$ cat config.mk
export PLATFORM = sky130hd
export DESIGN_NAME = led_sw_ctrl
export DESIGN_NICKNAME = d
export VERILOG_FILES = /design/src/rtl/led_sw_ctrl_pkg.sv /design/src/rtl/led_sw_ctrl_sw_sync.sv /design/src/rtl/led_sw_ctrl.sv
export SDC_FILE = /design/constraint.sdc
export NUM_CORES = 1
export LEC_CHECK = 0
export CORE_MARGIN = 5
export CORE_UTILIZATION = 30
export DETAILED_ROUTE_END_ITERATION = 12
export DONT_BUFFER_PORTS = 1
export SETUP_SLACK_MARGIN = 0.2
export SKIP_CTS_REPAIR_TIMING = 1
export SYNTH_ARGS = -nofsm -noshare
export SYNTH_HDL_FRONTEND = slang
export SYNTH_SLANG_ARGS = --single-unit
$ cat constraint.sdc
create_clock -name clk -period 2.8 [get_ports clk]
set_input_delay 0.42 -clock clk [delete_from_list [all_inputs] [get_ports clk]]
set_output_delay 0.42 -clock clk [all_outputs]
set_load 0.02 [all_outputs]
$ cat src/rtl/led_sw_ctrl_pkg.sv
// Shared mode encoding and decode helper for the LED/switch controller.
// Optional feature macro: LED_SW_DEBOUNCE_EN (see led_sw_ctrl.sv).
package led_sw_ctrl_pkg;

  localparam logic [1:0] MODE_OFF_ENC   = 2'b00;
  localparam logic [1:0] MODE_BLINK_ENC = 2'b01;
  localparam logic [1:0] MODE_SHIFT_ENC = 2'b10;
  localparam logic [1:0] MODE_COUNT_ENC = 2'b11;

  typedef enum logic [1:0] {
    MODE_OFF   = MODE_OFF_ENC,
    MODE_BLINK = MODE_BLINK_ENC,
    MODE_SHIFT = MODE_SHIFT_ENC,
    MODE_COUNT = MODE_COUNT_ENC
  } mode_t;

  // Highest switch wins: bit2 COUNT, bit1 SHIFT, bit0 BLINK.
  function automatic mode_t decode_mode(input logic [2:0] s);
    mode_t m;
    if (s[2])      m = MODE_COUNT;
    else if (s[1]) m = MODE_SHIFT;
    else if (s[0]) m = MODE_BLINK;
    else           m = MODE_OFF;
    return m;
  endfunction

endpackage

$ cat src/rtl/led_sw_ctrl_sw_sync.sv
// Two-flop switch synchronizer, width-agnostic, with an optional stability
// filter enabled by LED_SW_DEBOUNCE_EN.
module sw_sync #(
  parameter int W               = 3,
  parameter int DEBOUNCE_CYCLES = 8
) (
  input  logic         clk,
  input  logic         resetn,
  input  logic [W-1:0] d,
  output logic [W-1:0] q
);

  logic [W-1:0] s1;
  logic [W-1:0] s2;

  always_ff @(posedge clk) begin
    if (resetn) begin
      s1 <= '0;
      s2 <= '0;
    end else begin
      s1 <= d;
      s2 <= s1;
    end
  end

`ifdef LED_SW_DEBOUNCE_EN
  localparam int CW = $clog2(DEBOUNCE_CYCLES + 1);
  // Load value chosen so acceptance lands exactly DEBOUNCE_CYCLES after s2 settles.
  localparam logic [CW-1:0] LOAD = CW'(DEBOUNCE_CYCLES - 2);

  logic [W-1:0]  last;
  logic [W-1:0]  acc;
  logic [CW-1:0] cnt;

  always_ff @(posedge clk) begin
    if (resetn) begin
      last <= '0;
      acc  <= '0;
      cnt  <= '0;
    end else if (s2 != last) begin
      last <= s2;
      cnt  <= LOAD;
    end else if (cnt == '0) begin
      acc <= last;
    end else begin
      cnt <= cnt - CW'(1);
    end
  end

  assign q = acc;
`else
  assign q = s2;
`endif

endmodule

$ cat src/rtl/led_sw_ctrl.sv
// LED animation controller: synchronized switches pick OFF/BLINK/SHIFT/COUNT,
// animation steps on a prescaler tick. LED_SW_DEBOUNCE_EN adds switch debounce.
//
// state (mode_q) | meaning
// MODE_OFF       | all LEDs dark
// MODE_BLINK     | all LEDs toggle every tick
// MODE_SHIFT     | single lit LED rotates left every tick
// MODE_COUNT     | LEDs show a binary counter incremented every tick
module led_sw_ctrl
  import led_sw_ctrl_pkg::*;
#(
  parameter int LED_NUM         = 4,
  parameter int SW_NUM          = 3,
  parameter int TICK_DIV        = 4,
  parameter int DEBOUNCE_CYCLES = 8
) (
  input  logic               clk,
  input  logic               resetn,
  input  logic [SW_NUM-1:0]  sw,
  output logic [LED_NUM-1:0] led
);

  localparam int PW = $clog2(TICK_DIV);
  localparam logic [PW-1:0] TC = PW'(TICK_DIV - 1);

  logic [2:0]         sw_s;
  logic [PW-1:0]      cnt;
  logic [PW-1:0]      cnt_d;
  logic [LED_NUM-1:0] led_d;
  logic               tick;
  logic               changed;
  mode_t              mode_q;
  mode_t              mode_d;

  sw_sync #(
    .W               (3),
    .DEBOUNCE_CYCLES (DEBOUNCE_CYCLES)
  ) u_sw_sync (
    .clk    (clk),
    .resetn (resetn),
    .d      (sw[2:0]),
    .q      (sw_s)
  );

  always_ff @(posedge clk) begin
    if (resetn) begin
      led    <= '0;
      cnt    <= '0;
      mode_q <= MODE_OFF;
    end else begin
      led    <= led_d;
      cnt    <= cnt_d;
      mode_q <= mode_d;
    end
  end

  always_comb begin
    mode_d  = decode_mode(sw_s);
    changed = (mode_d != mode_q);
    tick    = (cnt == TC);
    led_d   = led;
    cnt_d   = tick ? '0 : cnt + PW'(1);
    // A mode change beats a coincident tick and restarts the prescaler.
    if (changed) begin
      cnt_d = '0;
      case (mode_d)
        MODE_BLINK: led_d = '1;
        MODE_SHIFT: led_d = LED_NUM'(1);
        default:    led_d = '0;
      endcase
    end else begin
      case (mode_q)
        MODE_OFF:   led_d = '0;
        MODE_BLINK: if (tick) led_d = ~led;
        MODE_SHIFT: if (tick) led_d = {led[LED_NUM-2:0], led[LED_NUM-1]};
        MODE_COUNT: if (tick) led_d = led + LED_NUM'(1);
        default:    led_d = '0;
      endcase
    end
  end

endmodule

==> flow_summary.toml <==
[global_route]
grt_pass1_wl_um = 2100
grt_max_degree = 15
gr-total-overflow = 0
antenna_found_initial = 0
grt_usage = 0.0833
first_global_vias = 514

[cts]
cts.sinks = 14
clock_path_buffers = 2
cts_tree = "yes"
clk_pin_slew_ps = 80
cts_buffers = 3
cts_root_buf = "clkbuf_4"
clk_latency_ps = 270
cts-htree-levels = 1

[worst_setup_path]
end_kind = "flop"
ff2ff_setup_slack_ps = 1090
slowest_stage = "dfxtp_1"
crit_fanout = 11
start_kind = "flop"
max_stage_delay_ps = 510
path_buf_inv = 0
path_class = "flop to flop"
arrival_ps = 1850
critPathRequiredTime_ps = 2940
cp_top_family = "simple AND/OR/NAND/NOR gates"
worstPathCellList = "nor4bb_1, a211oi_2, or2_2, o21bai_1, a221oi_2"

[yosys]
ys_seq_area_frac = 0.408
postSynthCellCount = 72
ys_warn_count = 0
synth_ff_type = "dfxtp_1"
synth_top_area_frac = 0.408
ys_types = 31
synth_fp_nets = 80
async_reset_ff_frac = 0
synth_area_um2 = 687
syn_avg_cell_area_um2 = 9.54
ys_seq_elements = 14
ys_top_cells_by_area = "dfxtp_1 (41%), nor2b_1 (8.2%), ha_1 (5.5%)"
synth_area_leader_cell = "dfxtp_1"
synth_edf_count = 0

[routing]
drtIter0Drc = 10
dr.pass1.iters = 4
vias = 521
totalWireLength_um = 1180
via_per_inst = 5.16
drt-wirelength-per-cell_um = 11.6
drc = 0
drtAntennaViolNets = 0

[floorplan]
rows = 17
fp.dieW_um = 57.9
die_y_um = 57.9
die_area_um2 = 3350
start_util = 0.314
core_um2 = 2190
io_pins = 9

[timing]
min_period_over_period = 0.610
rsz0062_at_grt = "false"
fin_skew_ps = 4.59
worst_pin_slew_ps = 398
hold_violations = 0
finalCriticalPeriod_ps = 1710
fmax_ghz = 0.585
tns_ps = 0
slew_viol_final = 0
slew_headroom = 0.734
setup_viol = 0

[finish]
layout.nets = 82
antennaDiodeCount = 0
syn_to_final_growth_pct = 7.47
fin_util = 0.337
drive_above_1_share = 0.178

[power_and_ir_drop]
clock_power_share = 0.347
p_leak_nw = 0.286
pwr-share-seq = 0.554
p_switching_uw = 98.3
vdd_ir_drop_max_mv = 0.213
p_int_uw = 312
p_sw_frac = 0.240
power.combinational.fraction = 0.100
p_per_area_nw_per_um2 = 555

[placement]
post-dp-hpwl_um = 893
portBuffers = 0
place_congestion = 0.727

[status]
status = "complete, no violations"

[job]
drv_cap = 0

[hold_path]
hold_class = "primary input to flop"
[power groups by stage]
stage	logic, mW	clock network, mW	registers [mW]
after detailed placement	0.0412	0	0.232
after CTS	0.0415	0.149	0.227
final	0.0408	0.142	0.227
after global routing	0.0463	0.156	0.229
after global placement	0.0404	0	0.231
after floorplan	0.0416	0	0.226
[final timing paths]
kind                   start        endpoint  cells after the start
max reg2reg        mode_q[1]          led[3]                      5
min reg2reg  u_sw_sync.s1[2]  u_sw_sync.q[2]                      1
max                mode_q[1]          led[3]                      5
min                   resetn          led[0]                      1
[state kept, by name (all words and copies together), names as in the netlist]
signal        flops
u_sw_sync.s1      3
led               4
cnt               2
mode_q            2
u_sw_sync.q       3
[Yosys cell counts, drive strengths merged, types with 2 or more instances]
library cell / count
nor2: 6
nor2b: 9
a211oi: 3
nand2: 10
a31o: 2
o21ai: 2
dfxtp: 14
ha: 3
buf: 2
a21o: 2
nor4b: 2
[metal layers]
metal	routed length (um)	share of wire	up-vias	track usage
li1	-	-	265	-
met1	555	0.47	243	0.0905
met2	517	0.44	11	0.124
met3	73	0.062	2	0.0290
met4	28	0.024	0	0.0795
met5	0	0	-	0
[layout make-up]
type | instances | area (um^2)
well taps | 28 | 35.0
flip-flops and latches | 14 | 280
fillers | 232 | 1450
inverters | 1 | 3.75
clock buffers | 4 | 36.3
multi-input cells | 54 | 383
[worst register-to-register path: cells and delay by family (launching register included)]
family / cells / cell delay, ps
flip-flops: 1 / 510
AND/OR/NAND/NOR: 2 / 710
AO/OA/AOI/OAI: 3 / 370
[cell usage in the layout (no fill, tap or decap), types with 2 or more instances in the layout]
master / synthesis / final
clkbuf_4: 0 / 3
a21o_1: 2 / 2
dfxtp_1: 14 / 14
ha_1: 3 / 3
nand2_1: 10 / 10
o21ai_0: 2 / 2
nor2b_1: 9 / 9
nor2_1: 6 / 6
a211oi_1: 2 / 2
a31o_2: 2 / 2
[metrics by stage]
stage	instances	instance area (um^2)	worst slack [ps]	power [mW]	hold slack, ps
3_5_place_dp	97	702	1150	0.273	419
6_report	101	738	1090	0.410	193
4_1_cts	101	738	1110	0.417	178
3_3_place_gp	97	702	1200	0.272	414
5_1_grt	101	738	985	0.431	168
2_1_floorplan	72	687	1310	0.268	408
[kinds of logic (layout without fill, tap and decap cells)]
family / Yosys count / count (layout) / synth area share
adder cells (fa/ha/maj): 3 / 3 / 0.0547
AND/OR/NAND/NOR: 33 / 33 / 0.270
XOR/XNOR: 2 / 2 / 0.0255
flip-flops: 14 / 14 / 0.408
AO/OA/AOI/OAI: 16 / 16 / 0.208
buffers and inverters: 4 / 5 / 0.0346
No activity file was read; power rests on OpenSTA's default activity.
